## src/rtl/collision_detector.sv

```systemverilog
// Per-frame collision detector: ORs player/obstacle overlaps over a frame and latches them on the frame pulse.
// Optional overlap pixel counter is built only when COLLISION_PIXCOUNT_EN is defined.
module collision_detector #(
   parameter int N_OBJ = 8,
   parameter int CNTW  = 8,
   parameter int IDXW  = (N_OBJ > 1) ? $clog2(N_OBJ) : 1
) (
   input  logic             clk_pix,
   input  logic             rst_n,
   input  logic             frame,
   input  logic             de,
   input  logic             player_drawing,
   input  logic [N_OBJ-1:0] obj_drawing,
   input  logic [N_OBJ-1:0] obj_mask,
   input  logic             clear,
   output logic [N_OBJ-1:0] collision_vec,
   output logic             collision,
   output logic [IDXW-1:0]  first_idx,
   output logic             hit_pulse,
   output logic [N_OBJ-1:0] sticky_vec,
   output logic [CNTW-1:0]  hit_count,
   output logic [15:0]      overlap_pixels
);

   logic [N_OBJ-1:0] w_h;
   logic             w_h_any;
   logic             w_acc_any;
   logic [N_OBJ-1:0] r_acc;
   logic [N_OBJ-1:0] r_collision_vec;
   logic             r_collision;
   logic [IDXW-1:0]  r_first_idx;
   logic             r_hit_pulse;
   logic [N_OBJ-1:0] r_sticky_vec;
   logic [CNTW-1:0]  r_hit_count;

   // Lowest set bit wins; an empty vector encodes as 0.
   function automatic logic [IDXW-1:0] f_first_idx(input logic [N_OBJ-1:0] vec);
      logic [IDXW-1:0] idx;
      idx = '0;
      for (int i = N_OBJ - 1; i >= 0; i--) begin
         if (vec[i]) begin
            idx = IDXW'(i);
         end
      end
      return idx;
   endfunction

   assign w_h       = obj_drawing & obj_mask & {N_OBJ{player_drawing & de}};
   assign w_h_any   = |w_h;
   assign w_acc_any = |r_acc;

   // Frame accumulator; the frame-cycle pixel seeds the next frame.
   always_ff @(posedge clk_pix or negedge rst_n) begin
      if (!rst_n) begin
         r_acc <= '0;
      end else if (frame) begin
         r_acc <= w_h;
      end else begin
         r_acc <= r_acc | w_h;
      end
   end

   // Per-frame result registers, refreshed only at the frame latch.
   always_ff @(posedge clk_pix or negedge rst_n) begin
      if (!rst_n) begin
         r_collision_vec <= '0;
         r_collision     <= 1'b0;
         r_first_idx     <= '0;
         r_hit_pulse     <= 1'b0;
      end else if (frame) begin
         r_collision_vec <= r_acc;
         r_collision     <= w_acc_any;
         r_first_idx     <= f_first_idx(r_acc);
         r_hit_pulse     <= w_acc_any;
      end else begin
         r_hit_pulse     <= 1'b0;
      end
   end

   // Sticky history and saturating hit-frame count; clear overrides the frame being latched.
   always_ff @(posedge clk_pix or negedge rst_n) begin
      if (!rst_n) begin
         r_sticky_vec <= '0;
         r_hit_count  <= '0;
      end else if (clear) begin
         r_sticky_vec <= '0;
         r_hit_count  <= '0;
      end else if (frame) begin
         r_sticky_vec <= r_sticky_vec | r_acc;
         if (w_acc_any && (r_hit_count != {CNTW{1'b1}})) begin
            r_hit_count <= r_hit_count + CNTW'(1);
         end else begin
            r_hit_count <= r_hit_count;
         end
      end else begin
         r_sticky_vec <= r_sticky_vec;
         r_hit_count  <= r_hit_count;
      end
   end

`ifdef COLLISION_PIXCOUNT_EN
   logic [15:0] r_pix_cnt;
   logic [15:0] r_overlap_pixels;

   // Overlap pixel counter, saturating at 16'hFFFF and reloaded with the frame-cycle pixel.
   always_ff @(posedge clk_pix or negedge rst_n) begin
      if (!rst_n) begin
         r_pix_cnt        <= 16'd0;
         r_overlap_pixels <= 16'd0;
      end else if (frame) begin
         r_overlap_pixels <= r_pix_cnt;
         r_pix_cnt        <= {15'd0, w_h_any};
      end else if (w_h_any && (r_pix_cnt != 16'hFFFF)) begin
         r_pix_cnt        <= r_pix_cnt + 16'd1;
      end else begin
         r_pix_cnt        <= r_pix_cnt;
      end
   end

   assign overlap_pixels = r_overlap_pixels;
`else
   assign overlap_pixels = 16'd0;
`endif

   assign collision_vec = r_collision_vec;
   assign collision     = r_collision;
   assign first_idx     = r_first_idx;
   assign hit_pulse     = r_hit_pulse;
   assign sticky_vec    = r_sticky_vec;
   assign hit_count     = r_hit_count;

endmodule

```

## config.mk

```make
export PLATFORM = sky130hd
export DESIGN_NAME = collision_detector
export DESIGN_NICKNAME = d
export VERILOG_FILES = /design/src/rtl/collision_detector.sv
export SDC_FILE = /design/constraint.sdc
export NUM_CORES = 1
export LEC_CHECK = 0
export CORE_ASPECT_RATIO = 0.8
export CORE_MARGIN = 2
export CORE_UTILIZATION = 45
export CTS_BUF_LIST = sky130_fd_sc_hd__clkbuf_4
export DETAILED_ROUTE_END_ITERATION = 8
export PLACE_DENSITY = 0.82
export SKIP_LAST_GASP = 1
export SLEW_MARGIN = 20
export SYNTH_ARGS = -nofsm -noshare
export SYNTH_HDL_FRONTEND = slang
export SYNTH_SLANG_ARGS = --single-unit
```

## constraint.sdc

```tcl
create_clock -name clk_pix -period 1.9 [get_ports clk_pix]
set_input_delay 0.285 -clock clk_pix [delete_from_list [all_inputs] [get_ports clk_pix]]
set_output_delay 0.285 -clock clk_pix [all_outputs]
set_load 0.02 [all_outputs]
```

## Word level (Yosys, flattened, before mapping)

Index checks and enable logic that the tools add are counted.

- Memory bits (read-only): 0
- Bits of input ports: 22
- Memories: 0
- Flip-flop bits (word level): 37
- Bits in latches: 0
- Memory bits (writable): 0

- Add/sub/neg operators: 1
- Multiply operators: 0
- Order comparisons: 0
- Eq/ne operators: 1
- Bitwise gates (word level): 5
- Mux-type cells: 15
- Divide/modulo/power cells: 0
- Shift-type cells: 0
- Reductions and logical operators: 5

Operators by type and width:

| kind | number |
|---|---|
| 2-to-1 mux 8 bit | 6 |
| 2-to-1 mux 3 bit | 8 |
| AND 8 bit | 2 |
| OR 8 bit | 2 |
| adder 8 x 1 -> 8 bit, second input constant | 1 |
| != test 8 bit, second input constant | 1 |
| OR reduction 8 bit | 1 |
| nonzero test 2 bit | 2 |
| AND reduction 2 bit | 1 |
| AND 1 bit | 1 |
| logical AND 1 bit | 1 |
| 2-to-1 mux 1 bit | 1 |

## Depth between registers and ports, before layout

Gate-level depths: netlist of the first run.

- Word-level depth: 8
- Depth in mapped cells: 5
- Depth with buffers taken out: 5

## Worst setup path after synthesis of the first run

Ideal clock, no wire load.

- Path kind: reg2reg
- Start: register r_hit_count[0] (netlist: hit_count[0])
- End: register r_hit_count[3] (netlist: hit_count[3])
- Required time: 1825 ps
- Cell stages (with the launch flop): 6
- Arrival time: 1605 ps
- Slack: 220 ps
- Cell sequence: dfrtp_1 -> ha_1 -> nand3_1 -> nor2_2 -> or4_1 -> a21oi_2

- Cells in the longest elaborated chain, start to end: 4
- Elaborated cells between the ends (all ways): 8
- Those cells by class: add/sub: 1; eq/ne: 1; mux: 3; reduce/logical: 3

RTL lines:

| element | RTL line | RTL |
|---|---|---|
| from (decl) | 34 | `logic [CNTW-1:0] r_hit_count;` |
| from (signal assigned) | 91 | `r_hit_count <= r_hit_count + CNTW'(1);` |
| from (signal assigned) | 93 | `r_hit_count <= r_hit_count;` |
| from (signal assigned) | 97 | `r_hit_count <= r_hit_count;` |
| adder 8 x 1 -> 8 bit or != test 8 bit (tied branches) | 91, 90 |  |
| 2-to-1 mux 8 bit or logical AND 1 bit (tied branches) | 90 | `if (w_acc_any && (r_hit_count != {CNTW{1'b1}})) begin` |
| 2-to-1 mux 8 bit or nonzero test 2 bit (tied branches) | - |  |
| 2-to-1 mux 8 bit or AND reduction 2 bit (tied branches) | - |  |

Several ways; a longest one is shown, not always the timed one. The select of a mux whose other input is x is not followed.
A chain may end at the register's enable or synchronous reset.

## Final worst setup path of the first run

- Start: register r_acc[2]
- End: register r_hit_count[4] (netlist: hit_count[4])

- Cells in the longest elaborated chain, start to end: 4

RTL lines:

| element | RTL line | RTL |
|---|---|---|
| from (decl) | 28 | `logic [N_OBJ-1:0] r_acc;` |
| from (signal assigned) | 57 | `r_acc <= w_h;` |
| from (signal assigned) | 59 | `r_acc <= r_acc \| w_h;` |
| OR reduction 8 bit | 50 | `assign w_acc_any = \|r_acc;` |
| logical AND 1 bit | 90 |  |
| nonzero test 2 bit (no line) | - |  |
| AND reduction 2 bit (no line) | - |  |

No other way between the ends.

==> impl_metrics.json, run 1 <==
{
  "finalWorstSetupSlack_ns": 0.128,
  "cp.arrival_ns": 2.00,
  "fin_setup_tns_ns": 0,
  "core_area_um2": 3750,
  "worst-setup-path-type": "reg2reg",
  "cts.sinks": 37,
  "synthesis.area_um2": 1740,
  "die_w_um": 73.5,
  "max_freq_mhz": 564,
  "vias": 1413,
  "reg2reg_from": "r_acc[2]$_DFF_PN0_",
  "cts-buffers-inserted": 5,
  "combinationalPowerShare_pct": 23.5,
  "clk_pin_slew_ns": 0.11,
  "ys_seq_area_share_pct": 53.2,
  "via_per_inst": 5.14,
  "clk_latency_ns": 0.34,
  "ir_drop_mv": 0.304,
  "cts_max_level": 2,
  "fp-row-count": 20,
  "max_slew_margin_pct": 46.5,
  "power_leakage_nw": 1.02,
  "worstMarginPinSlew_ns": 0.802,
  "grt_max_degree": 38,
  "hp-class": "in2async",
  "start_util_pct": 46.3,
  "detail-route-antenna-nets": 0,
  "worst-path-max-fanout": 7,
  "clockPowerShare_pct": 23.4,
  "grt_pass1_vias": 1267,
  "ff2ff_path_depth": 5,
  "drv_slew": 0,
  "r2r-end": "hit_count[4]$_DFFE_PN0P_",
  "grt-ovfl-total": 0,
  "die_h_um": 59.6,
  "dr.pass1.iters": 4,
  "first_iter_violations": 137,
  "critPathTopFamily": "simple AND/OR/NAND/NOR gates",
  "clockBufferDepth": 2,
  "ys_warn_count": 0,
  "synth_cell_types": 32,
  "crit_chain": "or4_1, o21ai_4, clkbuf_2, or4_1, a21oi_2",
  "antenna_found_initial": 0,
  "place_hpwl_mm": 2.50,
  "cts_root_buffer": "clkbuf_4",
  "syn_to_final_growth_pct": 34.0,
  "diodes": 0,
  "crit_top_cell": "or4_1",
  "dieArea_um2": 4380,
  "cts_tree": "yes",
  "p_sw_w": 0.000488,
  "power_frac_seq_pct": 53.1,
  "ys_seq_elements": 37,
  "switching_share_pct": 29.7,
  "max-cap-violations": 0,
  "timing.final.crit_period_ns": 1.77,
  "slowest_delay_ns": 0.57,
  "io_pins": 67,
  "fillerInstances": 314,
  "rsz0062_at_grt": "no",
  "fin_crit_sh_pct": 93.3,
  "cp-end-kind": "register",
  "setup_viol": 0,
  "r2r_slack_ns": 0.13,
  "p_int_w": 0.00115,
  "grt_use_total_pct": 17.7,
  "hold_viol": 0,
  "grt_pass1_wl_mm": 5.86,
  "place.gp.congestion": 0.789,
  "worstPathRequired_ns": 2.13,
  "wl_per_cell_um": 13.2,
  "worst-path-buf-inv": 1,
  "drive_gt1_share_pct": 16.5,
  "syn_area_per_cell_um2": 10.3,
  "power_density_nw_per_um2": 705,
  "syn_inst": 169,
  "fin_nets": 253,
  "pre_cts_slack_ns": 0.132,
  "drt-total-wl_mm": 3.63,
  "outcome": "finished, final reports clean",
  "drc_errors": 0,
  "ctsHoldBuffers": 0,
  "clock-skew-final_ns": 0.00927,
  "cp-startpoint": "r_acc[2]$_DFF_PN0_",
  "start_kind": "register",
  "cp_slowest_cell": "or4_1",
  "port_buffers": 50
}
==> cell families after synthesis <==
family / Yosys count / synth area share, %
compound gates: 42 / 15.6
simple gates: 42 / 12.7
buf+inv: 38 / 12.1
flops: 37 / 53.2
mux: 8 / 5.40
fa+ha+maj: 1 / 0.719
other cells: 1 / 0.216
==> stage by stage <==
stage               utilization, %  hold WS [ns]  std cells  total power, W  cell area, um2
CTS                           61.3        0.0519        271         0.00164            2300
global placement              60.0         0.413        263         0.00125            2250
finish                        62.1        0.0222        275         0.00164            2330
floorplan                        -       -0.0106        184         0.00111            1800
global route                  62.1        0.0930        275         0.00172            2330
detailed placement            60.0         0.426        263         0.00126            2250
==> cell type report <==
cell class | count | area [um2] | area share [%]
flip-flops and latches | 37 | 926 | 39.7
multi-input cells | 109 | 659 | 28.3
repair buffers | 62 | 583 | 25.0
inverters | 15 | 56.3 | 2.42
well taps | 44 | 55.1 | 2.36
clock buffers | 5 | 37.5 | 1.61
clock inverters | 3 | 12.5 | 0.537
==> cell usage in the layout (no fill, tap or decap), types with 5 or more instances in the layout <==
cell | synthesis | routed
inv_1 | 15 | 15
dfrtp_1 | 37 | 37
a21oi_2 | 5 | 5
a21oi_1 | 12 | 12
mux2_2 | 7 | 7
nor2_1 | 11 | 11
clkbuf_4 | 0 | 5
conb_1 | 1 | 16
o21ai_0 | 6 | 6
nand2_1 | 11 | 11
buf_4 | 16 | 11
o22ai_1 | 8 | 8
clkdlybuf4s50_1 | 0 | 49
==> cells in the mapped netlist <==
| cell type | number | share of area [%] |
|---|---|---|
| or3_1 | 4 | 1.4 |
| buf_4 | 16 | 6.9 |
| or4_4 | 1 | 0.65 |
| nand3_1 | 3 | 0.86 |
| nor2_2 | 1 | 0.36 |
| dfrtp_1 | 37 | 53 |
| o21ai_4 | 1 | 0.94 |
| and4_1 | 1 | 0.50 |
| inv_1 | 15 | 3.2 |
| o31ai_2 | 1 | 0.72 |
| buf_6 | 1 | 0.65 |
| nand2_1 | 11 | 2.4 |
| a21oi_1 | 12 | 3.5 |
| mux2_4 | 1 | 0.86 |
| ha_1 | 1 | 0.72 |
| or4_1 | 3 | 1.3 |
| nand2b_1 | 1 | 0.36 |
| nand4_1 | 3 | 1.1 |
| mux2_2 | 7 | 4.5 |
| or3b_2 | 1 | 0.50 |
| nor3_2 | 1 | 0.58 |
| o21ai_0 | 6 | 1.7 |
| nor2b_1 | 1 | 0.36 |
| a21oi_2 | 5 | 2.5 |
| clkbuf_1 | 6 | 1.3 |
| o211ai_1 | 1 | 0.43 |
| a31oi_1 | 1 | 0.36 |
| conb_1 | 1 | 0.22 |
| o21ai_1 | 3 | 0.86 |
| nor2_1 | 11 | 2.4 |
| o31ai_1 | 4 | 1.7 |
| o22ai_1 | 8 | 2.9 |
==> power groups by stage <==
stage	Clock, W	Combinational [W]	Sequential [W]
finish	0.000385	0.000387	0.000871
global route	0.000421	0.000421	0.000879
CTS	0.000394	0.000373	0.000872
detailed placement	0	0.000372	0.000887
global placement	0	0.000366	0.000885
floorplan	0	0.000167	0.000938
==> metal layers <==
layer,up-vias,routed length (um),track usage [%]
met3,6,233,5.10
li1,675,-,-
met5,-,0,0
met4,0,37,6.23
met1,680,1720,24.3
met2,52,1640,26.8
==> worst max path at each step <==
stage                                to  slack, ns  cells past startpoint
3_5_place_dp   hit_count[6]$_DFFE_PN0P_       0.13                      4
2_1_floorplan  hit_count[3]$_DFFE_PN0P_       0.22                      5
3_3_place_gp   hit_count[6]$_DFFE_PN0P_       0.16                      4
4_1_cts        hit_count[1]$_DFFE_PN0P_       0.10                      5
6_report       hit_count[4]$_DFFE_PN0P_       0.13                      5
5_1_grt        hit_count[1]$_DFFE_PN0P_       0.02                      5
==> what timing repair did <==
item	in CTS	in global routing
endpoints found under the setup margin	0	1
gates resized for setup	0	0
setup buffers	0	4
==> state kept, by name, summed over array words and instances (netlist names) <==
signal,count
first_idx,3
r_acc,8
collision,1
hit_count,8
hit_pulse,1
sticky_vec,8
collision_vec,8
Note: power is estimated with default switching activity, not from simulation.
==> inputs of run 2 (changes only) <==
--- a/config.mk
+++ b/config.mk
@@ -9,10 +9,10 @@
 export CORE_MARGIN = 2
 export CORE_UTILIZATION = 45
 export CTS_BUF_LIST = sky130_fd_sc_hd__clkbuf_4
+export CTS_CLUSTER_DIAMETER = 60
 export DETAILED_ROUTE_END_ITERATION = 8
-export PLACE_DENSITY = 0.82
+export PLACE_DENSITY = 0.83
 export SKIP_LAST_GASP = 1
-export SLEW_MARGIN = 20
 export SYNTH_ARGS = -nofsm -noshare
 export SYNTH_HDL_FRONTEND = slang
 export SYNTH_SLANG_ARGS = --single-unit
==> run 2 against run 1 <==
  * Die area did not move
  * Register-to-register slack about the same
  * Count of clock-buffer cells in the layout increased by 1
  * Combinational power shrank 5.2%
  * Clock skew up 0.0038 ns
  * Routed wire length decreased by 3.5%
  * Via count is 4.6% lower
  * Largest power group unchanged
  * Maximum frequency rose by 0.18%
  * Power up 0.66%
  * Hold slack got worse by 0.022 ns
  * Final area is 1.3% lower
  * Sequential share of layout area increased by 0.52 points
  * Critical endpoint is now hit_count[6]$_DFFE_PN0P_
==> impl_metrics.json, run 2 (synthesis results as in run 1) <==
{
  "first_iter_violations": 78,
  "worstMarginPinSlew_ns": 0.787,
  "grt_pass1_wl_mm": 5.93,
  "ff2ff_path_depth": 4,
  "fin_nets": 248,
  "ir_drop_mv": 0.359,
  "cts_tree": "yes",
  "cts_root_buffer": "clkbuf_4",
  "ctsResizeCount": 0,
  "via_per_inst": 4.99,
  "die_h_um": 59.6,
  "power_density_nw_per_um2": 719,
  "cts-buffers-inserted": 5,
  "p_total_w": 0.00165,
  "cp.arrival_ns": 2.01,
  "ctsHoldBuffers": 0,
  "grt_max_degree": 38,
  "core_area_um2": 3750,
  "cts_max_level": 2,
  "place_hpwl_mm": 2.50,
  "die_w_um": 73.5,
  "place.gp.congestion": 0.772,
  "clock-skew-final_ns": 0.0131,
  "clk_pin_slew_ns": 0.11,
  "vias": 1348,
  "hold_viol": 0,
  "max_slew_margin_pct": 47.5,
  "worst-path-max-fanout": 9,
  "io_pins": 67,
  "start_util_pct": 46.3,
  "mostFrequentLayoutCells": "clkdlybuf4s50_1, dfrtp_1, conb_1",
  "r2r_slack_ns": 0.13,
  "hp-class": "in2async",
  "diodes": 0,
  "drc_errors": 0,
  "rsz0062_at_grt": "no",
  "detail-route-antenna-nets": 0,
  "max-cap-violations": 0,
  "dieArea_um2": 4380,
  "max_freq_mhz": 565,
  "worstPathRequired_ns": 2.14,
  "drt-total-wl_mm": 3.50,
  "worst-setup-path-type": "reg2reg",
  "cp-end-kind": "register",
  "dr.pass1.iters": 4,
  "timing.final.crit_period_ns": 1.77,
  "fin_cells": 270,
  "syn_to_final_growth_pct": 32.2,
  "fp-row-count": 20,
  "cts.sinks": 37,
  "port_buffers": 50,
  "drive_gt1_share_pct": 15.5,
  "grt_pass1_vias": 1272,
  "fin_setup_tns_ns": 0,
  "outcome": "finished, final reports clean",
  "clockBufferDepth": 2,
  "cts_setup_buffers": 0,
  "layout_commonest_cell": "clkdlybuf4s50_1",
  "power_leakage_nw": 1.01,
  "grt-ovfl-total": 0,
  "setup_viol": 0,
  "clk_latency_ns": 0.35,
  "drv_slew": 0,
  "dp_cells": 262,
  "grt_use_total_pct": 18.0,
  "reg2reg_from": "r_acc[6]$_DFF_PN0_",
  "antenna_found_initial": 0,
  "wl_per_cell_um": 13.0,
  "r2r-end": "hit_count[6]$_DFFE_PN0P_",
  "fin_crit_sh_pct": 93.1,
  "start_kind": "register"
}
[run 2: metal layers]
metal | wire, um | part of all wire, % | track usage (%) | vias up
met3 | 207 | 5.9 | 5.44 | 11
li1 | - | - | - | 669
met5 | 0 | 0 | 0 | -
met4 | 71 | 2.0 | 7.53 | 0
met2 | 1570 | 45 | 27.9 | 40
met1 | 1650 | 47 | 23.5 | 628
[run 2: worst max-delay path: stages, from the launching register on]
cell and delay (ns):
dfrtp_1 0.44, or4_4 0.56, o21ai_4 0.28, nor3_2 0.10, mux2_4 0.30
[run 2: worst max path at each step]
stage,start,to,slack (ns),depth (start not counted)
after floorplan,hit_count[0]$_DFFE_PN0P_,hit_count[3]$_DFFE_PN0P_,0.22,5
after global placement,r_acc[6]$_DFF_PN0_,hit_count[6]$_DFFE_PN0P_,0.19,4
after detailed placement,r_acc[6]$_DFF_PN0_,hit_count[6]$_DFFE_PN0P_,0.14,4
after CTS,r_acc[6]$_DFF_PN0_,hit_count[6]$_DFFE_PN0P_,0.13,4
after global routing,r_acc[6]$_DFF_PN0_,hit_count[1]$_DFFE_PN0P_,0.07,5
final,r_acc[6]$_DFF_PN0_,hit_count[6]$_DFFE_PN0P_,0.13,4
[run 2: cell type report]
type	instances	area, um2
fill	324	1450
sequential	37	926
tap	44	55.1
multi-input combinational	109	659
timing repair buffer	57	548
inverter	15	56.3
clock buffer	6	45.0
clock inverter	2	10.0
[run 2: through the flow]
step	cell area [um2]	utilization (%)	setup WS (ns)	hold slack [ns]
after floorplan	1800	-	0.220	-0.0106
after global placement	2240	59.8	0.194	0.415
after detailed placement	2240	59.8	0.140	0.420
after CTS	2300	61.3	0.132	0.0262
after global routing	2300	61.3	0.0670	0.0760
final	2300	61.3	0.131	0.0000352
[run 2: report_power, final]
part | internal (W) | leakage [nW] | switching (W)
logic | 0.000171 | 0.472 | 0.000196
registers | 0.000838 | 0.498 | 0.0000355
clock network | 0.000155 | 0.0354 | 0.000257
total | 0.00116 | 1.01 | 0.000489
